**src/rtl/fetch_pkg.sv**
```systemverilog
// Shared types and constants for the instruction fetch unit and its buffer.
package fetch_pkg;

   localparam int          XLEN             = 32;
   localparam int          INSTR_BYTES      = 4;
   localparam logic [31:0] DEFAULT_RESET_PC = 32'h0000_0000;
   localparam logic [31:0] NOP              = 32'h0000_0013;

   typedef struct packed {
      logic [XLEN-1:0] pc;
      logic [XLEN-1:0] instr;
   } fetch_entry_t;

endpackage

```
**src/rtl/instruction_fetch_unit_if.sv**
```systemverilog
// Bus bundle between the fetch unit, the instruction memory, the redirect source and decode.
interface instruction_fetch_unit_if;
   import fetch_pkg::*;

   logic            imem_req;
   logic [XLEN-1:0] imem_addr;
   logic [XLEN-1:0] imem_rdata;
   logic            redirect_valid;
   logic [XLEN-1:0] redirect_pc;
   // out_valid/out_ready: a transfer happens on a rising edge where both are 1;
   // while out_valid is high and out_ready low, out_pc/out_instr hold, and
   // out_valid never depends on out_ready.
   logic            out_valid;
   logic            out_ready;
   logic [XLEN-1:0] out_instr;
   logic [XLEN-1:0] out_pc;

   modport master (
      output imem_req, imem_addr, out_valid, out_instr, out_pc,
      input  imem_rdata, redirect_valid, redirect_pc, out_ready
   );

   modport slave (
      input  imem_req, imem_addr, out_valid, out_instr, out_pc,
      output imem_rdata, redirect_valid, redirect_pc, out_ready
   );

endinterface

```
**src/rtl/fetch_fifo.sv**
```systemverilog
// Show-ahead instruction buffer with same-cycle push/pop and a synchronous flush.
module fetch_fifo
   import fetch_pkg::*;
#(
   parameter int DEPTH = 2,
   localparam int AW   = $clog2(DEPTH),
   localparam int CW   = AW + 1
) (
   input  logic         clk,
   input  logic         reset_n,
   input  logic         push,
   input  fetch_entry_t push_data,
   input  logic         pop,
   input  logic         flush,
   output logic         empty,
   output logic [CW-1:0] count,
   output fetch_entry_t head
);

   fetch_entry_t mem [DEPTH];
   logic [AW-1:0] wr_ptr;
   logic [AW-1:0] rd_ptr;
   logic          do_pop;

   assign empty  = (count == '0);
   assign do_pop = pop & !empty;
   assign head   = mem[rd_ptr];

   always_ff @(posedge clk or negedge reset_n) begin
      if (!reset_n) begin
         wr_ptr <= '0;
         rd_ptr <= '0;
         count  <= '0;
         for (int i = 0; i < DEPTH; i++) mem[i] <= '0;
      end else if (flush) begin
         wr_ptr <= '0;
         rd_ptr <= '0;
         count  <= '0;
      end else begin
         if (push) begin
            mem[wr_ptr] <= push_data;
            wr_ptr      <= wr_ptr + 1'b1;
         end
         if (do_pop) rd_ptr <= rd_ptr + 1'b1;
         count <= count + CW'(push) - CW'(do_pop);
      end
   end

endmodule

```
**src/rtl/instruction_fetch_unit.sv**
```systemverilog
// Fetch front end: TMR-protected PC, one-cycle-latency memory requests, buffered output to decode.
module instruction_fetch_unit
   import fetch_pkg::*;
#(
   parameter logic [31:0] RESET_PC   = DEFAULT_RESET_PC,
   parameter int          FIFO_DEPTH = 2
) (
   input  logic                      clk,
   input  logic                      reset_n,
   instruction_fetch_unit_if.master  bus,
   input  logic [1:0]                fault_inject,
   output logic                      tmr_fault
);

   localparam int CW = $clog2(FIFO_DEPTH) + 1;

   logic [XLEN-1:0] pc0, pc1, pc2;
   logic [XLEN-1:0] pc_v, next_pc, inflight_pc;
   logic            run, inflight, issue, pop, push, empty;
   logic [CW-1:0]   count;
   logic [CW:0]     occ;
   fetch_entry_t    head, push_data;

   // The issue rule reserves a slot for every outstanding request, so the buffer never overflows.
   always_comb begin
      pc_v = (pc0 & pc1) | (pc1 & pc2) | (pc0 & pc2);
      pop  = !empty & bus.out_ready;
      push = inflight & !bus.redirect_valid;
      occ  = {1'b0, count} + (CW+1)'(inflight) - (CW+1)'(pop);
      issue = run & !bus.redirect_valid & (occ < (CW+1)'(FIFO_DEPTH));
      if (bus.redirect_valid)
         next_pc = bus.redirect_pc & ~32'h3;
      else if (issue)
         next_pc = pc_v + 32'(INSTR_BYTES);
      else
         next_pc = pc_v;
      push_data.pc    = inflight_pc;
      push_data.instr = bus.imem_rdata;
   end

   assign bus.imem_req  = issue;
   assign bus.imem_addr = pc_v;
   assign bus.out_valid = !empty;
   assign bus.out_pc    = empty ? '0 : head.pc;
   assign bus.out_instr = empty ? '0 : head.instr;

   // Every copy is rewritten from the voted value each cycle, which scrubs a single upset.
   always_ff @(posedge clk or negedge reset_n) begin
      if (!reset_n) begin
         pc0         <= RESET_PC;
         pc1         <= RESET_PC;
         pc2         <= RESET_PC;
         run         <= 1'b0;
         inflight    <= 1'b0;
         inflight_pc <= '0;
         tmr_fault   <= 1'b0;
      end else begin
         pc0         <= (fault_inject == 2'd1) ? (next_pc ^ 32'h1) : next_pc;
         pc1         <= (fault_inject == 2'd2) ? (next_pc ^ 32'h1) : next_pc;
         pc2         <= (fault_inject == 2'd3) ? (next_pc ^ 32'h1) : next_pc;
         run         <= 1'b1;
         inflight    <= issue;
         inflight_pc <= pc_v;
         tmr_fault   <= (pc0 != pc1) | (pc1 != pc2);
      end
   end

   fetch_fifo #(.DEPTH(FIFO_DEPTH)) u_fifo (
      .clk       (clk),
      .reset_n   (reset_n),
      .push      (push),
      .push_data (push_data),
      .pop       (pop),
      .flush     (bus.redirect_valid),
      .empty     (empty),
      .count     (count),
      .head      (head)
   );

endmodule

```
**src/flat_wrapper.sv**
```systemverilog
// flat-port wrapper written by rule: the top's interface ports become plain ports
module instruction_fetch_unit_flat import fetch_pkg::*;
#(
   parameter logic [31:0] RESET_PC   = DEFAULT_RESET_PC,
   parameter int          FIFO_DEPTH = 2
)
  (clk, reset_n, fault_inject, tmr_fault, bus_imem_req, bus_imem_addr, bus_out_valid, bus_out_instr, bus_out_pc, bus_imem_rdata, bus_redirect_valid, bus_redirect_pc, bus_out_ready);
  instruction_fetch_unit_if bus_i ();
  input  logic clk;
  input  logic reset_n;
  input  logic [1:0] fault_inject;
  output logic tmr_fault;
  output wire logic [$bits(bus_i.imem_req)-1:0] bus_imem_req;
  output wire logic [$bits(bus_i.imem_addr)-1:0] bus_imem_addr;
  output wire logic [$bits(bus_i.out_valid)-1:0] bus_out_valid;
  output wire logic [$bits(bus_i.out_instr)-1:0] bus_out_instr;
  output wire logic [$bits(bus_i.out_pc)-1:0] bus_out_pc;
  input wire logic [$bits(bus_i.imem_rdata)-1:0] bus_imem_rdata;
  input wire logic [$bits(bus_i.redirect_valid)-1:0] bus_redirect_valid;
  input wire logic [$bits(bus_i.redirect_pc)-1:0] bus_redirect_pc;
  input wire logic [$bits(bus_i.out_ready)-1:0] bus_out_ready;
  assign bus_imem_req = bus_i.imem_req;
  assign bus_imem_addr = bus_i.imem_addr;
  assign bus_out_valid = bus_i.out_valid;
  assign bus_out_instr = bus_i.out_instr;
  assign bus_out_pc = bus_i.out_pc;
  assign bus_i.imem_rdata = bus_imem_rdata;
  assign bus_i.redirect_valid = bus_redirect_valid;
  assign bus_i.redirect_pc = bus_redirect_pc;
  assign bus_i.out_ready = bus_out_ready;
  instruction_fetch_unit #(.RESET_PC(RESET_PC), .FIFO_DEPTH(FIFO_DEPTH)) u_core (.clk(clk), .reset_n(reset_n), .bus(bus_i), .fault_inject(fault_inject), .tmr_fault(tmr_fault));
endmodule
```
**config.mk**
```make
export PLATFORM = sky130hd
export DESIGN_NAME = instruction_fetch_unit_flat
export DESIGN_NICKNAME = d
export VERILOG_FILES = /design/src/rtl/fetch_pkg.sv /design/src/rtl/instruction_fetch_unit_if.sv /design/src/rtl/fetch_fifo.sv /design/src/rtl/instruction_fetch_unit.sv /design/src/flat_wrapper.sv
export SDC_FILE = /design/constraint.sdc
export NUM_CORES = 1
export LEC_CHECK = 0
export ABC_AREA = 1
export BUFFER_PORTS_ARGS = -buffer_cell sky130_fd_sc_hd__buf_2
export CORE_MARGIN = 2
export CORE_UTILIZATION = 25
export DETAILED_ROUTE_END_ITERATION = 12
export GPL_TIMING_DRIVEN = 0
export PLACE_DENSITY = 0.54
export SYNTH_ARGS = -nofsm -noshare
export SYNTH_HDL_FRONTEND = slang
export SYNTH_SLANG_ARGS = --single-unit
```
**constraint.sdc**
```tcl
create_clock -name clk -period 4.89 [get_ports clk]
set_input_delay 0.978 -clock clk [delete_from_list [all_inputs] [get_ports clk]]
set_output_delay 0.978 -clock clk [all_outputs]
set_load 0.01 [all_outputs]
```
==> results.yml <==
sta:
  final.period_utilization_pct: 85.55
  finalHoldViolCount: 0
  fin_setup_tns_ns: 0
  slew_headroom_pct: 51.07
  grt_setup_unrepaired: "false"
  skew_ns: 0.01224
  setup_slack_ns: 0.7065
  timing.final.crit_period_ns: 4.184
  max_freq_mhz: 239.0
  setup_violations: 0
  slew_violations: 0
  tightest_slew_ns: 0.7339
setup_path:
  rr_worst_depth: 15
  rr_endpoint: "u_core.pc0[8]"
  worstPathMaxFanout: 11
  worstSetupPathType: "input port to output port"
  reg2reg_slack_ns: 2.03
  cpMaxStageDelayCell: "fa_1"
  worst_setup_path_start_kind: "input port"
  path_cells: "buf_2 > inv_1 > nor2_1 > ha_1 > inv_1 > nand2_1 > fa_1 > nand2_1 > nor2_1 > nand2_2 > clkinv_1 > buf_2 > buf_2"
  cp.arrival_ns: 3.21
  slowest_delay_ns: 0.49
  crit_top_cell: "buf_2"
  r2r_start: "u_core.u_fifo.count[1]"
  cp.required_ns: 3.91
  critPathCaptureType: "output port"
global_route:
  grt_pass1_wl_um: 45020
  antenna_found_initial: 0
  grt_usage_pct: 15.19
  globalRouteOverflowTotal: 0
  grt_max_degree: 82
  grt_pass1_vias: 8101
yosys:
  avgSynthCellArea_um2: 7.939
  synth_ff_type: "dfrtp_1"
  yosys.area_share.simple_pct: 21.90
  syn_inst: 1169
  synth_mux_area_share_pct: 0
  synth_most_common_cell: "nand2_1"
  netlist.top_cell.by_area: "dfrtp_1"
  yosysUniqueCellTypes: 33
  synth_xor_area_share_pct: 0.5663
  synth_edf_count: 0
  synth_fa_ha_area_share_pct: 1.025
  ys_ff_latch: 197
  async_flop_share_pct: 100.0
  synth_compound_area_share_pct: 12.61
  synth_top_area_share_pct: 53.12
  netlist_top_cells_count: "406 x nand2_1, 197 x dfrtp_1, 121 x inv_1, 110 x o21ai_0, 67 x a21oi_1"
  synth_warnings: 0
  yosysSeqAreaShare_pct: 53.12
  synth_top_family_by_area: "simple AND/OR/NAND/NOR gates"
  syn_area_um2: 9280
  synth.area.top_cells: "dfrtp_1 53%, nand2_1 16%, o21ai_0 5.9%"
power_and_ir_drop:
  swShare_pct: 39.86
  power.share.sequential_pct: 42.8
  p_int_mw: 3.887
  comb_power_share_pct: 35.0
  ir_worst_vdd_v: 0.0002288
  p_clk_share_pct: 22.2
  switchingPower_mw: 2.576
  p_per_area_nw_per_um2: 569.9
  p_leak_nw: 5.722
min_path:
  hp-class: "input port to asynchronous set/reset pin"
final_layout:
  syn2layout_area_growth_pct: 22.22
  nets: 1431
  diodes: 0
  n_fill_cell: 3968
  drive_gt1_share_pct: 19.39
floorplanning:
  die_w_um: 196.7
  core_area_um2: 36610
  start_util_pct: 25.35
  dieArea_um2: 38680
  dieHeight_um: 196.7
  pin_count: 169
  rows: 70
clocking:
  post-cts-setup-buffers: 0
  cts_hold_buf: 0
  clk_pin_slew_ns: 0.08
  numCtsBuffers: 17
  cts_tree: "yes"
  clockBufferDepth: 2
  ctsRootBufferMaster: "clkbuf_16"
  cts_resized: 0
  clock_sinks: 197
  htree_levels: 4
  clock_latency_ns: 0.44
route:
  drtIter0Drc: 546
  firstDrtPassIters: 5
  vias_per_cell: 4.350
  ant_nets: 0
  drc: 0
  wl_per_cell_um: 15.49
  routed_wl_um: 28420
  vias: 7983
outcome:
  status: "complete, no violations"
job:
  cap_violations: 0
place:
  io_buffers: 163
  place_ws_ns: 0.6817
  hpwl_um: 20240
  gp_congestion: 0.8485
[cell families after synthesis]
logic type / count (synthesis)
compound gates: 227
xor+xnor: 6
fa+ha+maj: 7
buf+inv: 212
flops: 197
other cells: 2
simple gates: 518
[sequential cells by signal, indices dropped and copies added, names as in the netlist]
name,flops
u_core.pc2,1
u_core.inflight,1
u_core.inflight_pc,31
u_core.tmr_fault,1
u_core.u_fifo.rd_ptr,1
u_core.u_fifo.count,2
u_core.pc1,1
u_core.pc0,31
u_core.run,1
u_core.u_fifo.wr_ptr,1
u_core.u_fifo.mem,126
[layout by cell type (no fill, tap or decap), drive strengths merged]
master and instances:
ha 6, inv 129, nor2 55, or2 2
fa 1, bufinv 1, o211ai 3, nand4 1
xor2 3, xnor2 3, buf 230, a21oi 67
clkbuf 41, nand3b 1, clkinv 8, nand3 51
o21ai 153, o21bai 3, a211o 1, conb 3
nand2 408, dfrtp 197
[power groups by stage]
| stage | Sequential [mW] | Combinational, mW | Clock [mW] |
|---|---|---|---|
| after CTS | 2.77 | 2.31 | 1.49 |
| after detailed placement | 2.80 | 2.30 | 0 |
| after global routing | 2.86 | 2.61 | 1.55 |
| final | 2.76 | 2.26 | 1.44 |
| after global placement | 2.78 | 2.26 | 0 |
| after floorplan | 2.63 | 1.53 | 0 |
[critical path: cells and delay by family]
kind | cells | cell delay, ns
adder cells (fa/ha/maj) | 2 | 0.77
buffers and inverters | 6 | 0.88
AND/OR/NAND/NOR | 5 | 0.56
[cell type report]
type / count / area, um2 / share of cell area (%)
Sequential cell: 197 / 4930 / 43.46
Multi-Input combinational cell: 761 / 3361 / 29.63
Timing Repair Buffer: 165 / 880.8 / 7.766
Tap cell: 468 / 585.6 / 5.163
Buffer: 88 / 523.0 / 4.611
Inverter: 124 / 470.5 / 4.148
Clock buffer: 18 / 429.2 / 3.784
Clock inverter: 14 / 162.7 / 1.434
[how the worst max path moves through the flow]
stage               cells after the start                     to  slack, ns     startpoint
floorplan                              11           bus_imem_req       1.32  bus_out_ready
finish                                 13           bus_imem_req       0.71  bus_out_ready
detailed placement                     13           bus_imem_req       0.68  bus_out_ready
global route                           13           bus_imem_req       0.47  bus_out_ready
CTS                                    13           bus_imem_req       0.66  bus_out_ready
global placement                        1  u_core.u_fifo.mem[24]      -0.67        reset_n
[stage by stage]
stage                     hold slack [ns]  util [%]  instance area [um2]  std cells  total power [mW]
final                              0.4318     30.98                11340       1835             6.463
after global routing               0.4418     30.98                11340       1835             7.022
after CTS                          0.4261     30.98                11340       1835             6.571
after detailed placement           0.4707     29.36                10750       1803             5.099
after global placement             0.4656     29.19                10690       1801             5.043
after floorplan                    0.3957         -                 9284       1170             4.155
[routing by layer]
metal	vias up	share of wire, %	track usage [%]
met1	3720	47	20.73
met5	-	0	0
met2	226	46	23.96
met4	0	2.5	5.681
met3	38	4.5	2.892
li1	3999	-	-
(Power assumes the default switching activity.)
